File: config.mk
export PLATFORM = sky130hd
export DESIGN_NAME = fetch_stage
export DESIGN_NICKNAME = d
export VERILOG_FILES = /design/src/rtl/fetch_stage.sv
export SDC_FILE = /design/constraint.sdc
export NUM_CORES = 1
export LEC_CHECK = 0
export BUFFER_PORTS_ARGS = -buffer_cell sky130_fd_sc_hd__clkbuf_2
export CAP_MARGIN = 30
export CORE_UTILIZATION = 23
export DETAILED_ROUTE_END_ITERATION = 8
export GPL_ROUTABILITY_DRIVEN = 0
export PLACE_DENSITY = 0.44
export SYNTH_ARGS = -nofsm -noshare
export SYNTH_HDL_FRONTEND = slang
export SYNTH_SLANG_ARGS = --single-unit
File: constraint.sdc
create_clock -name clk -period 6.8 [get_ports clk]
set_input_delay 0.34 -clock clk [delete_from_list [all_inputs] [get_ports clk]]
set_output_delay 0.34 -clock clk [all_outputs]
set_load 0.005 [all_outputs]
File: src/rtl/fetch_stage.sv
// Instruction fetch stage with IF/ID pipeline register over a req/gnt/rvalid memory port.
// Optional FETCH_PERF_EN adds perf_fetched / perf_stall event counters.
module fetch_stage #(
  parameter int                 XLEN      = 32,
  parameter logic [XLEN-1:0]    RESET_PC  = 32'h0000_0000,
  parameter logic [XLEN-1:0]    NOP_INSTR = 32'h0000_0013
) (
  input  logic            clk,
  input  logic            rst,
  output logic            imem_req,
  output logic [XLEN-1:0] imem_addr,
  input  logic            imem_gnt,
  input  logic            imem_rvalid,
  input  logic [XLEN-1:0] imem_rdata,
  input  logic            stall,
  input  logic            redirect,
  input  logic [XLEN-1:0] redirect_pc,
`ifdef FETCH_PERF_EN
  output logic [31:0]     perf_fetched,
  output logic [31:0]     perf_stall,
`endif
  output logic            if_valid,
  output logic [XLEN-1:0] if_instr,
  output logic [XLEN-1:0] if_pc,
  output logic [XLEN-1:0] if_pc_plus4,
  output logic [6:0]      opcode,
  output logic [2:0]      fun3,
  output logic            fun7
);

  typedef enum logic [1:0] {S_REQ, S_WAIT, S_FULL} state_t;

  state_t          state, state_next;
  logic            drop, drop_next;
  logic [XLEN-1:0] pc, pc_next;
  logic [XLEN-1:0] skid, skid_next;
  logic            load;
  logic [XLEN-1:0] load_instr;

  // NOTE: every signal written here gets a default first, so no path leaves one unassigned and no latch is inferred.
  always_comb begin
    state_next = state;
    drop_next  = drop;
    pc_next    = pc;
    skid_next  = skid;
    load       = 1'b0;
    load_instr = skid;
    if (redirect) begin
      pc_next = {redirect_pc[XLEN-1:2], 2'b00};
      unique case (state)
        S_REQ: begin
          if (imem_gnt) begin
            state_next = S_WAIT;
            drop_next  = 1'b1;
          end
        end
        S_WAIT: begin
          if (imem_rvalid) begin
            state_next = S_REQ;
            drop_next  = 1'b0;
          end else begin
            drop_next = 1'b1;
          end
        end
        default: state_next = S_REQ;
      endcase
    end else begin
      unique case (state)
        S_REQ: begin
          if (imem_gnt) state_next = S_WAIT;
        end
        S_WAIT: begin
          if (imem_rvalid) begin
            if (drop) begin
              drop_next  = 1'b0;
              state_next = S_REQ;
            end else if (!stall) begin
              load       = 1'b1;
              load_instr = imem_rdata;
              pc_next    = pc + XLEN'(4);
              state_next = S_REQ;
            end else begin
              skid_next  = imem_rdata;
              state_next = S_FULL;
            end
          end
        end
        default: begin
          if (!stall) begin
            load       = 1'b1;
            pc_next    = pc + XLEN'(4);
            state_next = S_REQ;
          end
        end
      endcase
    end
  end

  // NOTE: sequential state uses non-blocking assignments so every register samples pre-edge values.
  always_ff @(posedge clk) begin
    if (rst) begin
      state <= S_REQ;
      drop  <= 1'b0;
      pc    <= RESET_PC;
    end else begin
      state <= state_next;
      drop  <= drop_next;
      pc    <= pc_next;
    end
  end

  // NOTE: the skid buffer is pure datapath; its emptiness is carried by the state, so it needs no reset.
  always_ff @(posedge clk) begin
    skid <= skid_next;
  end

  always_ff @(posedge clk) begin
    if (rst) begin
      if_valid <= 1'b0;
      if_instr <= NOP_INSTR;
      if_pc    <= '0;
    end else if (redirect) begin
      if_valid <= 1'b0;
      if_instr <= NOP_INSTR;
    end else if (load) begin
      if_valid <= 1'b1;
      if_instr <= load_instr;
      if_pc    <= pc;
    end else if (!stall) begin
      if_valid <= 1'b0;
      if_instr <= NOP_INSTR;
    end
  end

`ifdef FETCH_PERF_EN
  always_ff @(posedge clk) begin
    if (rst) begin
      perf_fetched <= '0;
      perf_stall   <= '0;
    end else begin
      if (load)              perf_fetched <= perf_fetched + 32'd1;
      if (stall && if_valid) perf_stall   <= perf_stall + 32'd1;
    end
  end
`endif

  // Request is withheld during the reset cycle regardless of the pre-reset state.
  assign imem_req    = (state == S_REQ) && !rst;
  assign imem_addr   = pc;
  assign if_pc_plus4 = if_pc + XLEN'(4);
  assign opcode      = if_instr[6:0];
  assign fun3        = if_instr[14:12];
  assign fun7        = if_instr[30];

endmodule

==> flow_summary.json, run 1 <==
{
  "clk_transition_reported_paths_ns": 0.06,
  "synthArstFlopShare_pct": 0,
  "worst_hold_path_type": "primary input to register",
  "final.setup.worst_slack_ns": 3.571,
  "dr.pass1.iters": 4,
  "critical_path.max_stage_delay_ns": 0.85,
  "initial_core_util_pct": 23.58,
  "final_area_mm2": 0.007883,
  "critical_path.max_fanout": 5,
  "required_ns": 6.46,
  "clock_tree.buffer_depth": 2,
  "grt_pass1_wl_um": 27720,
  "setup_tns_ns": 0,
  "finalCritPeriodShare_pct": 47.48,
  "r2r-start": "state[1]",
  "antenna_cells_inserted": 0,
  "period_minus_ws_final_ns": 3.229,
  "area_growth_syn_to_layout_pct": 32.38,
  "post-place-ws_ns": 3.900,
  "initialDrtViolationCount": 190,
  "yosysUniqueCellTypes": 54,
  "cts-htree-levels": 4,
  "worst-path-buf-inv": 1,
  "grt_antenna_before_repair": 0,
  "setup.worst_path.class": "register to output pin",
  "pin_count_of_the_biggest_net_entering_global_routing": 66,
  "p_leak_nw": 3.178,
  "boundary_pin_count": 211,
  "clock_tree_from_tritoncts": "done",
  "finalSetupViolations": 0,
  "finalClockSkew_ns": 0.01047,
  "route.vias.total": 4939,
  "outcome": "completed",
  "final_net_count": 871,
  "cts_repair_resized_insts": 0,
  "dominantRegCellSynth": "sky130_fd_sc_hd__dfxtp_1",
  "core_area_mm2": 0.02525,
  "finish.cell_count_without_fillers": 1142,
  "fmaxAchievable_mhz": 309.7,
  "timing.final.max_slew_violations": 0,
  "groute.usage.overall_pct": 13.82,
  "postCtsSetupRepairBufs": 0,
  "die_w_um": 162.9,
  "die-height_um": 162.9,
  "synth_seq_cells": 128,
  "worst_skew_pair.late_latency_ns": 0.42,
  "worstPathCellList": "nand4_1, nor4_2, nand3_1, nor3_1, xor2_1, clkbuf_2",
  "unrepaired_setup_endpoints_after_global_routing": "no",
  "drt-total-wl_um": 18250,
  "crit_path_top_delay_cell": "sky130_fd_sc_hd__nor4_2",
  "number_of_global_route_vias_before_repair": 4686,
  "pwrdens_mw_per_mm2": 250.5,
  "sequential_to_total_area_share_from_yosys_stat_pct": 48.41,
  "design.die.area_mm2": 0.02654,
  "dpl_hpwl_um": 13010,
  "post-route-drc-count": 0,
  "critical_path.endpoint_type": "output pin",
  "critPathTopFamily": "simple AND/OR/NAND/NOR gates",
  "post_synth_inst_count": 614,
  "critical_path.startpoint": "if_pc[3]",
  "overflow": 0,
  "synthesis.area_per_instance_um2": 9.698,
  "placement.io_buffers": 202,
  "rows": 58,
  "arrival_ns": 2.89,
  "final_antenna_net_count": 0,
  "holdCritStartpoint": "imem_rdata[18]",
  "dp_cells": 1110,
  "worst_setup_path_start_kind": "register",
  "ys_warn_count": 0,
  "avgRoutedWirePerCell_um": 15.98,
  "fin_total_pwr_w": 0.001974,
  "vdd_drop_max_mv": 0.1293,
  "synth_enable_flop_cells": 32,
  "clock_tree.root_cell": "sky130_fd_sc_hd__clkbuf_16",
  "cts_hold_repair.buffers": 0,
  "slew_headroom_pct": 40.81,
  "cts_buffers": 17,
  "placement.cell_area_mm2": 0.007223,
  "avgViaCountPerCell": 4.325,
  "hold_viol_final": 0,
  "worst_slew_pin_slew_ns": 0.8805,
  "clock_sink_count": 128,
  "fillCellCount": 2686,
  "layout_cells_sized_above_1_pct": 32.51,
  "maxCapViolations": 0,
  "mappedNetlistArea_mm2": 0.005954
}
final cells by class:
class | instances | area, um^2 | share of cell area [%]
Tap cell | 330 | 412.9 | 5.238
Timing Repair Buffer | 213 | 1097 | 13.92
Sequential cell | 128 | 2883 | 36.57
Clock buffer | 18 | 429.2 | 5.444
Multi-Input combinational cell | 423 | 2770 | 35.14
Clock inverter | 14 | 230.2 | 2.921
Inverter | 16 | 60.06 | 0.7619
flip-flops by register name (all words and copies together), names as in the netlist:
| register | cells |
|---|---|
| if_instr | 32 |
| skid | 32 |
| if_pc | 30 |
| if_valid | 1 |
| imem_addr | 30 |
| state | 2 |
| drop | 1 |
worst reg2reg max path, cell delays in order (launching register included):
cell	delay (ns)
sky130_fd_sc_hd__dfxtp_1	0.55
sky130_fd_sc_hd__inv_1	0.21
sky130_fd_sc_hd__a21oi_1	0.57
sky130_fd_sc_hd__nand2_1	0.44
sky130_fd_sc_hd__buf_4	0.34
sky130_fd_sc_hd__o21ai_0	0.19
per-layer routing:
layer	global-route usage (%)	share of wire, %
met1	18.68	48
met2	22.07	47
met3	2.470	3.5
met4	4.588	1.2
met5	0	0
Yosys cell counts (all sizes together) (3+ instances only):
cell type  number  area [um^2]
a211oi         12        95.09
a21oi          20        100.1
a311oi          3        26.28
and3            4        25.02
and4            3        26.28
buf            25        177.7
clkbuf         27        102.6
dfxtp          96         1922
edfxtp         32        960.9
inv            15        56.30
mux2i          61        610.6
nand2          63        236.5
nand3          19        95.09
nand4          16        112.6
nor2           66        250.2
nor3           16        85.08
nor4            8        122.6
o211ai          4        35.03
o21a            3        22.52
o21ai          36        180.2
o22ai           5        31.28
or2             3        18.77
or3             4        25.02
or4             3        30.03
xnor2          38        332.8
xor2           13        113.9
report_power, final:
part / internal (W) / switching (W) / total (W) / leakage [nW]
clock network: 0.000659 / 0.000372 / 0.00103 / 0.318
logic: 0.0000536 / 0.0000633 / 0.000117 / 1.79
registers: 0.000798 / 0.0000279 / 0.000826 / 1.07
total: 0.00151 / 0.000463 / 0.00197 / 3.18
final timing paths:
path	slack, ns	endpoint	depth (start not counted)
worst max-delay path	3.57	if_pc_plus4[29]	6
worst min-delay path	0.11	skid[18]	1
worst max register to register	4.41	if_instr[16]	5
worst min register to register	0.45	if_instr[26]	2
cell usage in the layout, fill, tap and decap left out, types with 6 or more instances in the layout:
cell and n:
sky130_fd_sc_hd__clkbuf_2 202, sky130_fd_sc_hd__nand4_1 14, sky130_fd_sc_hd__buf_4 10, sky130_fd_sc_hd__dfxtp_1 96, sky130_fd_sc_hd__inv_1 15, sky130_fd_sc_hd__conb_1 6, sky130_fd_sc_hd__edfxtp_1 32, sky130_fd_sc_hd__nor2_1 63
sky130_fd_sc_hd__o21ai_1 6, sky130_fd_sc_hd__o21ai_0 30, sky130_fd_sc_hd__xor2_1 13, sky130_fd_sc_hd__mux2i_1 61, sky130_fd_sc_hd__a21oi_1 20, sky130_fd_sc_hd__xnor2_1 38, sky130_fd_sc_hd__clkbuf_16 17, sky130_fd_sc_hd__a211oi_1 11
sky130_fd_sc_hd__nand2_1 63, sky130_fd_sc_hd__nand3_1 19, sky130_fd_sc_hd__nor3_1 14
kinds of logic (layout without fill, tap and decap cells):
kind of cell | after synthesis | after routing | synth area share [%]
xor+xnor | 51 | 51 | 7.502
fa+ha+maj | 2 | 2 | 0.4202
compound gates | 92 | 92 | 9.582
flops | 128 | 128 | 48.41
simple gates | 211 | 211 | 18.05
other cells | 1 | 6 | 0.06298
mux | 61 | 61 | 10.25
buf+inv | 68 | 261 | 5.715
per-stage QoR:
stage	hold slack, ns	utilization [%]
after floorplan	0.4389	-
after global routing	0.09712	31.21
after detailed placement	0.4408	28.60
after CTS	0.09105	31.21
final	0.1102	31.21
after global placement	0.4385	28.56
No activity file was read; power rests on OpenSTA's default activity.
==> inputs of run 2 (changes only) <==
==> constraint.sdc (replaced) <==
create_clock -name clk -period 3.2 [get_ports clk]
set_input_delay 0.16 -clock clk [delete_from_list [all_inputs] [get_ports clk]]
set_output_delay 0.16 -clock clk [all_outputs]
set_load 0.005 [all_outputs]
==> run 2 against run 1 <==
Sequential share of layout area fell by 2.3 points. Combinational power rose to 2.6 times the previous value. Clock power rose by 99%. Largest cell class unchanged.
==> flow_summary.json, run 2 (synthesis gave the netlist of run 1 again) <==
{
  "grt.met1_usage_pct": 18.62,
  "pin_count_of_the_biggest_net_entering_global_routing": 64,
  "timing.reg2reg.setup_slack_ns": 0.85,
  "avgRoutedWirePerCell_um": 15.32,
  "grt_antenna_before_repair": 0,
  "worst_setup_path_start_kind": "register",
  "clock_tree_from_tritoncts": "done",
  "groute.usage.overall_pct": 13.95,
  "overflow": 0,
  "use_met2_pct": 21.68,
  "fillCellCount": 2694,
  "cts-htree-levels": 4,
  "slew_headroom_pct": 41.53,
  "required_ns": 3.04,
  "finalClockSkew_ns": 0.01434,
  "worst_slew_pin_slew_ns": 0.8761,
  "dpl_hpwl_um": 13000,
  "setup.worst_path.class": "register to output pin",
  "final_antenna_net_count": 0,
  "grt_pass1_wl_um": 28320,
  "finalCritPeriodShare_pct": 80.01,
  "cts_repair_resized_insts": 0,
  "critical_path.startpoint": "if_pc[4]",
  "worst_r2r_endpoint": "imem_addr[28]",
  "timing.final.max_slew_violations": 0,
  "pwrdens_mw_per_mm2": 488.3,
  "vdd_drop_max_mv": 0.2831,
  "final_common_cell": "sky130_fd_sc_hd__clkbuf_2",
  "layout_cells_sized_above_1_pct": 30.72,
  "critical_path.max_fanout": 6,
  "final_area_mm2": 0.008418,
  "postCtsSetupRepairBufs": 0,
  "boundary_pin_count": 211,
  "hold_viol_final": 0,
  "holdWs_ns": 0.02033,
  "number_of_global_route_vias_before_repair": 4991,
  "grt_util_met3_pct": 4.151,
  "finalSetupViolations": 0,
  "design.die.area_mm2": 0.02654,
  "clock_sink_count": 128,
  "avgViaCountPerCell": 4.339,
  "antenna_cells_inserted": 0,
  "p_leak_nw": 3.403,
  "most-common-layout-cells": "202 x sky130_fd_sc_hd__clkbuf_2, 96 x sky130_fd_sc_hd__dfxtp_1, 63 x sky130_fd_sc_hd__nor2_1, 63 x sky130_fd_sc_hd__nand2_1, 61 x sky130_fd_sc_hd__mux2i_1",
  "worst_r2r_path_depth": 5,
  "placement.cell_area_mm2": 0.007253,
  "area_growth_syn_to_layout_pct": 41.37,
  "period_minus_ws_final_ns": 2.560,
  "final_net_count": 928,
  "rows": 58,
  "grt_most_used_layer": "met2",
  "fmaxAchievable_mhz": 390.6,
  "clk_transition_reported_paths_ns": 0.06,
  "unrepaired_setup_endpoints_after_global_routing": "no",
  "ff_latch_area_mm2": 0.002883,
  "die-height_um": 162.9,
  "maxCapViolations": 0,
  "clock_tree.root_cell": "sky130_fd_sc_hd__clkbuf_16",
  "die_w_um": 162.9,
  "fin_total_pwr_w": 0.004110,
  "dr.pass1.iters": 5,
  "core_area_mm2": 0.02525,
  "drt-total-wl_um": 18370,
  "placement.io_buffers": 202,
  "critical_path.endpoint_type": "output pin",
  "outcome": "completed",
  "cts_buffers": 17,
  "worst_skew_pair.late_latency_ns": 0.42,
  "setup_tns_ns": 0,
  "cp-endpoint": "if_pc_plus4[29]",
  "worst_hold_path_type": "primary input to register",
  "arrival_ns": 2.40,
  "route.vias.total": 5202,
  "largest_registers": "if_instr: 32 flops, skid: 32 flops",
  "post-route-drc-count": 0,
  "r2r-start": "imem_addr[15]",
  "initial_core_util_pct": 23.58,
  "initialDrtViolationCount": 191,
  "clock_tree.buffer_depth": 2,
  "multi_input_logic_area_mm2": 0.002776
}
run 2: cell count changes in the layout (fill, tap and decap cells not counted), sizes merged:
cell / before / now
bufinv: 5 / 2
buf: 11 / 13
clkinv: 5 / 2
inv: 19 / 24
dlygate4sd3: 0 / 55
clkinvlp: 1 / 2
run 2: what timing repair did:
action | 4_1_cts | 5_1_grt
hold buffers | 55 | 0
endpoints found under the hold margin | 55 | 0
endpoints found under the setup margin | 0 | 0
run 2: worst min-delay path by stage:
stage / start / end / slack [ns] / cells after the start
global placement: imem_rdata[24] / skid[24] / 0.35 / 1
finish: redirect_pc[3] / imem_addr[3] / 0.02 / 3
floorplan: imem_rdata[0] / skid[0] / 0.26 / 0
global route: redirect_pc[3] / imem_addr[3] / 0.005 / 3
CTS: redirect_pc[3] / imem_addr[3] / 0.0003 / 3
detailed placement: imem_rdata[23] / skid[23] / 0.36 / 1
run 2: area by class of cell:
class | instances | share of cell area, %
Tap cell | 330 | 4.905
Sequential cell | 128 | 34.24
Inverter | 16 | 0.7134
Clock inverter | 14 | 1.947
Clock buffer | 18 | 5.351
Timing Repair Buffer | 270 | 19.86
Multi-Input combinational cell | 423 | 32.98
run 2: metal layers:
metal / vias to the layer above / part of all wire, %
li1: 2625 / -
met1: 2410 / 49
met2: 158 / 45
met3: 9 / 5.7
met4: 0 / 0.66
met5: - / 0
run 2: worst max-delay path: stages (launching register included):
cell                       delay [ns]
sky130_fd_sc_hd__dfxtp_1         0.43
sky130_fd_sc_hd__nand4_1         0.27
sky130_fd_sc_hd__nor4_2          0.33
sky130_fd_sc_hd__buf_4           0.20
sky130_fd_sc_hd__nand3_1         0.21
sky130_fd_sc_hd__nor3_1          0.24
sky130_fd_sc_hd__xor2_1          0.17
sky130_fd_sc_hd__clkbuf_2        0.13
run 2: where the power goes:
| part | switching, W | internal (W) |
|---|---|---|
| Clock | 0.000826 | 0.00122 |
| Combinational | 0.000149 | 0.000160 |
| Sequential | 0.0000587 | 0.00170 |
run 2: stage by stage:
stage | utilization [%] | std cells | setup slack [ns]
6_report | 33.33 | 1199 | 0.6397
5_1_grt | 33.33 | 1199 | 0.3887
4_1_cts | 33.33 | 1199 | 0.5661
3_5_place_dp | 28.72 | 1112 | 0.8280
3_3_place_gp | 28.72 | 1112 | 0.8673
2_1_floorplan | - | 619 | 0.5974
